$ cat config.mk
export PLATFORM = sky130hd
export DESIGN_NAME = bcd_time_counter_flat
export DESIGN_NICKNAME = d
export VERILOG_FILES = /design/src/rtl/bcd_time_counter_if.sv /design/src/rtl/bcd_time_counter.sv /design/src/flat_wrapper.sv
export SDC_FILE = /design/constraint.sdc
export NUM_CORES = 1
export LEC_CHECK = 0
export BUFFER_PORTS_ARGS = -buffer_cell sky130_fd_sc_hd__buf_2
export CELL_PAD_IN_SITES_DETAIL_PLACEMENT = 0
export CELL_PAD_IN_SITES_GLOBAL_PLACEMENT = 1
export CORE_MARGIN = 5
export CORE_UTILIZATION = 30
export CTS_CLUSTER_DIAMETER = 80
export DETAILED_ROUTE_END_ITERATION = 10
export PLACE_DENSITY = 0.7
export SYNTH_ARGS = -nofsm -noshare
export SYNTH_HDL_FRONTEND = slang
export SYNTH_SLANG_ARGS = --single-unit
$ cat constraint.sdc
create_clock -name clk -period 2.9 [get_ports clk]
set_input_delay 0.145 -clock clk [delete_from_list [all_inputs] [get_ports clk]]
set_output_delay 0.145 -clock clk [all_outputs]
set_load 0.005 [all_outputs]
$ cat src/rtl/bcd_time_counter_if.sv
// Bundle of the mm:ss counter's control inputs, BCD digit outputs and carry pulses.
// Optional macro BCD_TIME_COUNTER_DOWN_EN adds the 'down' direction control.
interface bcd_time_counter_if #(
  parameter int DW = 4
);
  logic          tick_in;
  logic          enable;
  logic          clear;
`ifdef BCD_TIME_COUNTER_DOWN_EN
  logic          down;
`endif
  logic [DW-1:0] sec_ones;
  logic [DW-1:0] sec_tens;
  logic [DW-1:0] min_ones;
  logic [DW-1:0] min_tens;
  logic          sec_carry;
  logic          min_carry;

`ifdef BCD_TIME_COUNTER_DOWN_EN
  modport master (
    output tick_in, enable, clear, down,
    input  sec_ones, sec_tens, min_ones, min_tens, sec_carry, min_carry
  );
  modport slave (
    input  tick_in, enable, clear, down,
    output sec_ones, sec_tens, min_ones, min_tens, sec_carry, min_carry
  );
`else
  modport master (
    output tick_in, enable, clear,
    input  sec_ones, sec_tens, min_ones, min_tens, sec_carry, min_carry
  );
  modport slave (
    input  tick_in, enable, clear,
    output sec_ones, sec_tens, min_ones, min_tens, sec_carry, min_carry
  );
`endif
endinterface

$ cat src/rtl/bcd_time_counter.sv
// Two-stage BCD mm:ss counter stepped by rising edges of a clk-synchronous tick level.
// Optional macro BCD_TIME_COUNTER_DOWN_EN enables counting down when bus.down=1.
module bcd_time_counter #(
  parameter int SEC_MOD = 60,
  parameter int MIN_MOD = 60,
  parameter int DW      = 4
) (
  input logic                clk,
  input logic                rst,
  bcd_time_counter_if.slave  bus
);

  // Last legal value of each stage, split into BCD digits.
  localparam logic [DW-1:0] SEC_LAST_TENS = DW'((SEC_MOD - 1) / 10);
  localparam logic [DW-1:0] SEC_LAST_ONES = DW'((SEC_MOD - 1) % 10);
  localparam logic [DW-1:0] MIN_LAST_TENS = DW'((MIN_MOD - 1) / 10);
  localparam logic [DW-1:0] MIN_LAST_ONES = DW'((MIN_MOD - 1) % 10);
  localparam logic [DW-1:0] NINE          = DW'(9);
  localparam logic [DW-1:0] ZERO          = '0;

  logic          tick_q;
  logic [DW-1:0] sec_ones_q, sec_ones_d;
  logic [DW-1:0] sec_tens_q, sec_tens_d;
  logic [DW-1:0] min_ones_q, min_ones_d;
  logic [DW-1:0] min_tens_q, min_tens_d;
  logic          sec_carry_q, sec_carry_d;
  logic          min_carry_q, min_carry_d;
  logic          step;
  logic [2*DW:0] sec_res;
  logic [2*DW:0] min_res;

  // Result layout: {wrapped, tens, ones}.
  function automatic logic [2*DW:0] pair_inc(
    input logic [DW-1:0] tens,
    input logic [DW-1:0] ones,
    input logic [DW-1:0] last_tens,
    input logic [DW-1:0] last_ones
  );
    if (tens == last_tens && ones == last_ones) begin
      return {1'b1, ZERO, ZERO};
    end else if (ones == NINE) begin
      return {1'b0, tens + DW'(1), ZERO};
    end else begin
      return {1'b0, tens, ones + DW'(1)};
    end
  endfunction

`ifdef BCD_TIME_COUNTER_DOWN_EN
  function automatic logic [2*DW:0] pair_dec(
    input logic [DW-1:0] tens,
    input logic [DW-1:0] ones,
    input logic [DW-1:0] last_tens,
    input logic [DW-1:0] last_ones
  );
    if (tens == ZERO && ones == ZERO) begin
      return {1'b1, last_tens, last_ones};
    end else if (ones == ZERO) begin
      return {1'b0, tens - DW'(1), NINE};
    end else begin
      return {1'b0, tens, ones - DW'(1)};
    end
  endfunction
`endif

  assign step = bus.tick_in & ~tick_q & bus.enable;

  always_comb begin
`ifdef BCD_TIME_COUNTER_DOWN_EN
    if (bus.down) begin
      sec_res = pair_dec(sec_tens_q, sec_ones_q, SEC_LAST_TENS, SEC_LAST_ONES);
      min_res = pair_dec(min_tens_q, min_ones_q, MIN_LAST_TENS, MIN_LAST_ONES);
    end else begin
      sec_res = pair_inc(sec_tens_q, sec_ones_q, SEC_LAST_TENS, SEC_LAST_ONES);
      min_res = pair_inc(min_tens_q, min_ones_q, MIN_LAST_TENS, MIN_LAST_ONES);
    end
`else
    sec_res = pair_inc(sec_tens_q, sec_ones_q, SEC_LAST_TENS, SEC_LAST_ONES);
    min_res = pair_inc(min_tens_q, min_ones_q, MIN_LAST_TENS, MIN_LAST_ONES);
`endif
  end

  // Clear beats step; minutes only move on the cycle the seconds wrap.
  always_comb begin
    sec_ones_d  = sec_ones_q;
    sec_tens_d  = sec_tens_q;
    min_ones_d  = min_ones_q;
    min_tens_d  = min_tens_q;
    sec_carry_d = 1'b0;
    min_carry_d = 1'b0;
    if (bus.clear) begin
      sec_ones_d = ZERO;
      sec_tens_d = ZERO;
      min_ones_d = ZERO;
      min_tens_d = ZERO;
    end else if (step) begin
      {sec_tens_d, sec_ones_d} = sec_res[2*DW-1:0];
      sec_carry_d              = sec_res[2*DW];
      if (sec_res[2*DW]) begin
        {min_tens_d, min_ones_d} = min_res[2*DW-1:0];
        min_carry_d              = min_res[2*DW];
      end
    end
  end

  always_ff @(posedge clk or posedge rst) begin
    if (rst) begin
      tick_q      <= 1'b0;
      sec_ones_q  <= ZERO;
      sec_tens_q  <= ZERO;
      min_ones_q  <= ZERO;
      min_tens_q  <= ZERO;
      sec_carry_q <= 1'b0;
      min_carry_q <= 1'b0;
    end else begin
      tick_q      <= bus.tick_in;
      sec_ones_q  <= sec_ones_d;
      sec_tens_q  <= sec_tens_d;
      min_ones_q  <= min_ones_d;
      min_tens_q  <= min_tens_d;
      sec_carry_q <= sec_carry_d;
      min_carry_q <= min_carry_d;
    end
  end

  assign bus.sec_ones  = sec_ones_q;
  assign bus.sec_tens  = sec_tens_q;
  assign bus.min_ones  = min_ones_q;
  assign bus.min_tens  = min_tens_q;
  assign bus.sec_carry = sec_carry_q;
  assign bus.min_carry = min_carry_q;

endmodule
$ cat src/flat_wrapper.sv
// flat-port wrapper written by rule: the top's interface ports become plain ports
module bcd_time_counter_flat 
#(
  parameter int SEC_MOD = 60,
  parameter int MIN_MOD = 60,
  parameter int DW      = 4
)
  (clk, rst, bus_tick_in, bus_enable, bus_clear, bus_sec_ones, bus_sec_tens, bus_min_ones, bus_min_tens, bus_sec_carry, bus_min_carry);
  bcd_time_counter_if #(.DW(DW)) bus_i ();
  input logic clk;
  input logic rst;
  input wire logic [$bits(bus_i.tick_in)-1:0] bus_tick_in;
  input wire logic [$bits(bus_i.enable)-1:0] bus_enable;
  input wire logic [$bits(bus_i.clear)-1:0] bus_clear;
  output wire logic [$bits(bus_i.sec_ones)-1:0] bus_sec_ones;
  output wire logic [$bits(bus_i.sec_tens)-1:0] bus_sec_tens;
  output wire logic [$bits(bus_i.min_ones)-1:0] bus_min_ones;
  output wire logic [$bits(bus_i.min_tens)-1:0] bus_min_tens;
  output wire logic [$bits(bus_i.sec_carry)-1:0] bus_sec_carry;
  output wire logic [$bits(bus_i.min_carry)-1:0] bus_min_carry;
  assign bus_i.tick_in = bus_tick_in;
  assign bus_i.enable = bus_enable;
  assign bus_i.clear = bus_clear;
  assign bus_sec_ones = bus_i.sec_ones;
  assign bus_sec_tens = bus_i.sec_tens;
  assign bus_min_ones = bus_i.min_ones;
  assign bus_min_tens = bus_i.min_tens;
  assign bus_sec_carry = bus_i.sec_carry;
  assign bus_min_carry = bus_i.min_carry;
  bcd_time_counter #(.SEC_MOD(SEC_MOD), .MIN_MOD(MIN_MOD), .DW(DW)) u_core (.clk(clk), .rst(rst), .bus(bus_i));
endmodule
**Word level (Yosys, flattened, before mapping)**

Index checks and enable logic that the tools add are counted.

- $add $sub $neg: 4
- Equality and inequality tests: 4
- Multiplexer cells: 19
- Bitwise logic cells: 3
- Reduce and logical (&&, ||, !) cells: 9

Operators with widths:

| kind | count |
|---|---|
| 4-bit 2-to-1 mux | 10 |
| 9-bit 2-to-1 mux | 2 |
| 4-bit by 1-bit adder with 4-bit output, second input constant | 4 |
| 8-bit 2-to-1 mux | 2 |
| 4-bit by 3-bit == test with 1-bit output, second input constant | 2 |
| 4-bit == test, second input constant | 2 |
| 3-bit nonzero test | 2 |
| 1-bit 2-to-1 mux | 5 |
| 2-bit AND reduction | 2 |
| 2-bit nonzero test | 2 |
| 3-bit AND reduction | 1 |
| 1-bit AND | 2 |
| 1-bit logical AND | 2 |
| 1-bit NOT | 1 |

- Bits in registers: 19
- Input port bits: 5
- Output and inout bits: 18

**Longest topological paths before layout**

- Depth after elaboration: 6
- Depth in mapped cells: 7
- Gate-level depth less buffers: 6

**Worst setup path before layout**

No wires, ideal clock.

- Path kind: register -> register
- Start: register u_core.sec_ones_q[1], in the netlist u_core.bus.sec_ones[1]
- End: register u_core.min_ones_q[2], in the netlist u_core.bus.min_ones[2]
- Library setup time: 0.078 ns
- Arrival: 1.494 ns
- Data required time: 2.822 ns
- Setup slack: 1.328 ns
- Cell stages (with the launch flop): 8
- Buffers on the path: 1
- Period minus slack after synthesis: 1.572 ns
- Path through: dfrtp_1 inv_1 ha_1 and3b_1 buf_6 nand4_4 or3_1 a21oi_1

- Cells in the longest elaborated chain, start to end: 5

Ends and longest elaborated chain:

| element | RTL line | source |
|---|---|---|
| start, declared | bcd_time_counter.sv:22 | `logic [DW-1:0] sec_ones_q, sec_ones_d;` |
| start signal, assigned | bcd_time_counter.sv:116 | `sec_ones_q <= sec_ones_d;` |
| 4-bit == test | bcd_time_counter.sv:39 | `if (tens == last_tens && ones == last_ones) begin` |
| 1-bit logical AND | bcd_time_counter.sv:39 |  |
| 9-bit 2-to-1 mux | bcd_time_counter.sv:39 |  |
| 2-bit nonzero test (no source line) | -- |  |
| 2-bit AND reduction (no source line) | -- |  |
| end signal, assigned | bcd_time_counter.sv:118 | `min_ones_q <= min_ones_d;` |
| end, declared | bcd_time_counter.sv:24 | `logic [DW-1:0] min_ones_q, min_ones_d;` |

No other way between the ends.
A chain may end at the register's enable or synchronous reset.

**Final worst setup path**

Same ends and word-level chain as after synthesis.

==> flow_summary.yaml <==
status:
  status: "complete, no violations"
power:
  p_leak_nw: 0.686
  power.density_mw_per_mm2: 365
  ir_drop_mv: 0.139
  total_power_w: 0.000472
sta:
  worst_slack_ns: 1.07
  min_period_ns: 1.83
  finalSetupTns_ns: 0
  period_share: 0.632
  finClkSkew_ns: 0.00300
  fmax_mhz: 546
  tightest_slew_ns: 0.741
  drv_slew: 0
  hold_viol: 0
  slew_headroom: 0.506
  rsz0062_at_grt: "no"
  setup_viol: 0
clock_tree:
  holdBufCountCts: 0
  cts_sinks: 19
  cts_resized: 0
  tritoncts: "yes"
  clock_path_buffers: 2
  root_buffer: "clkbuf_8"
  post_cts_buffers: 0
  clk_latency_ns: 0.25
  path_clk_slew_ns: 0.07
  numCtsBuffers: 3
  htree_levels: 1
setup_path:
  cp-end-kind: "flop"
  worst_r2r_endpoint: "u_core.bus.min_ones[2]$_DFFE_PP0P_"
  r2r_cells: 6
  required_ns: 3.08
  ff2ff_setup_slack_ns: 1.07
  reg2reg_from: "u_core.bus.sec_ones[1]$_DFFE_PP0P_"
  path_class: "flop to flop"
  worstPathMaxFanout: 10
  start_kind: "flop"
  arrival_ns: 2.01
  critPathLaunch: "u_core.bus.sec_ones[1]$_DFFE_PP0P_"
floorplanning:
  die_h_um: 70.9
  dieArea_mm2: 0.00503
  io_pins: 23
  fp-row-count: 22
  core_area_mm2: 0.00363
  start_util: 0.306
  die_x_um: 70.9
routing:
  wl_per_cell_um: 12.7
  vias_per_cell: 4.95
  first_pass_iters: 4
  drcViolationCount: 0
  drt_iter0_markers: 25
  wirelength_mm: 2.32
  detail-route-antenna-nets: 0
  vias: 901
placed_design:
  numPortBuffers: 22
  dp_slack_ns: 1.07
  place_congestion: 0.718
  hpwl_mm: 1.76
  dp_cells: 178
synth:
  syn_avg_cell_area_um2: 9.76
  postSynthCellCount: 114
  yosysSeqAreaShare: 0.427
  syn_nets: 127
  syn_area_mm2: 0.00111
  ys_ff_latch: 19
  yosysUniqueCellTypes: 35
  ys_warn_count: 0
global_route:
  antenna_found_initial: 0
  track_usage: 0.0978
  grt_pass1_vias: 893
  grt_pass1_wl_mm: 3.99
  overflow: 0
  grt_max_degree: 20
layout:
  fin_util: 0.356
  nFillCells: 405
  nets: 148
  fin_cells: 182
  seqCellArea_um2: 475
  multi_input_area_um2: 584
  diodes: 0
  syn_to_final_growth_pct: 16.3
  drive_gt1_frac: 0.231
run:
  cap_violations: 0
worst_hold_path:
  min_path_type: "input port to async pin"
==> worst max-delay path, cell delays in order (launching register included) <==
cell     delay (ns)
dfrtp_1        0.42
inv_1          0.08
ha_1           0.21
and3b_1        0.45
nand4_4        0.13
or3_1          0.32
a21oi_1        0.14
==> synth_stat cells, drive strengths merged <==
| cell type | number | area share |
|---|---|---|
| dfrtp | 19 | 0.43 |
| nor2 | 14 | 0.047 |
| nand2 | 11 | 0.037 |
| ha | 8 | 0.090 |
| a21oi | 7 | 0.031 |
| nor3 | 6 | 0.031 |
| inv | 5 | 0.017 |
| and3b | 4 | 0.031 |
| buf | 4 | 0.024 |
| mux2i | 4 | 0.036 |
| nand3 | 4 | 0.022 |
| nor4 | 4 | 0.036 |
| o21ai | 4 | 0.018 |
| nand3b | 3 | 0.031 |
| and2 | 2 | 0.012 |
| clkbuf | 2 | 0.0068 |
| nand4 | 2 | 0.025 |
| nor2b | 2 | 0.011 |
| a31oi | 1 | 0.0056 |
| a41oi | 1 | 0.0079 |
| and3 | 1 | 0.0056 |
| o2111a | 1 | 0.010 |
| o2111ai | 1 | 0.0079 |
| o211ai | 1 | 0.0068 |
| o21a | 1 | 0.0068 |
| or3 | 1 | 0.0056 |
| xor2 | 1 | 0.0079 |
==> layout make-up <==
type / count / share of cell area
Multi-Input combinational cell: 84 / 0.452
Clock buffer: 4 / 0.0348
Sequential cell: 19 / 0.368
Tap cell: 48 / 0.0464
Inverter: 5 / 0.0145
Timing Repair Buffer: 22 / 0.0851
==> where the power goes <==
| part | leakage [nW] | switching [W] | total [W] | internal [W] |
|---|---|---|---|---|
| clock network | 0.0228 | 0.0000854 | 0.000183 | 0.0000976 |
| logic | 0.400 | 0.0000161 | 0.0000213 | 0.00000523 |
| registers | 0.263 | 0.00000145 | 0.000268 | 0.000266 |
| total | 0.686 | 0.000103 | 0.000472 | 0.000369 |
==> cells by family after synthesis <==
logic type,share of synthesized area
AOI/OAI and AO/OA,0.0945
xor gates and xnor gates,0.00788
DFF,0.427
and+or+nand+nor,0.297
muxes,0.0360
adders and majority gates,0.0900
buffers and inverters,0.0472
==> cell usage in the layout (no fill, tap or decap) <==
master / instances
buf_2: 22
dfrtp_1: 19
nor2_1: 14
nand2_1: 11
ha_1: 8
a21oi_1: 7
nor3_1: 5
inv_1: 5
and3b_1: 4
mux2i_1: 4
nand3_1: 3
nor4_1: 3
clkbuf_8: 3
nand3b_1: 2
o21ai_0: 2
o21ai_1: 2
nor2b_1: 2
a31oi_1: 1
o2111a_1: 1
nand3b_4: 1
nor3_2: 1
nor4_4: 1
o21a_1: 1
nand3_2: 1
nand4_1: 1
a41oi_1: 1
o211ai_1: 1
nand4_4: 1
or3_1: 1
and2_2: 1
and3_1: 1
o2111ai_1: 1
xor2_1: 1
and2_1: 1
clkbuf_1: 1
==> through the flow <==
stage | instance area, um^2 | hold slack, ns
final | 1290 | 0.00972
after global routing | 1290 | 0.00912
after CTS | 1290 | 0.0138
after detailed placement | 1250 | 0.281
after global placement | 1250 | 0.278
after floorplan | 1110 | 0.0961
==> registers in the layout (all words and copies together) (netlist names) <==
name and count:
u_core.bus.sec_carry 1, u_core.bus.sec_ones 4, u_core.bus.min_ones 4, u_core.bus.min_tens 4, u_core.tick_q 1, u_core.bus.sec_tens 4
u_core.bus.min_carry 1
==> worst max-delay path by stage <==
stage / to / slack [ns] / cells after the start
after floorplan: u_core.bus.min_ones[2]$_DFFE_PP0P_ / 1.33 / 7
after global placement: u_core.bus.min_ones[2]$_DFFE_PP0P_ / 1.15 / 6
after detailed placement: u_core.bus.min_ones[2]$_DFFE_PP0P_ / 1.07 / 6
after CTS: u_core.bus.min_ones[2]$_DFFE_PP0P_ / 1.05 / 6
after global routing: u_core.bus.min_tens[3]$_DFFE_PP0P_ / 0.91 / 6
final: u_core.bus.min_ones[2]$_DFFE_PP0P_ / 1.07 / 6
==> layer usage <==
metal	vias up	global-route usage	share of wire
li1	441	-	-
met1	439	0.116	0.46
met2	16	0.167	0.49
met3	5	0.0142	0.031
met4	0	0.0564	0.025
met5	-	0	0
Note: power is estimated with default switching activity, not from simulation.
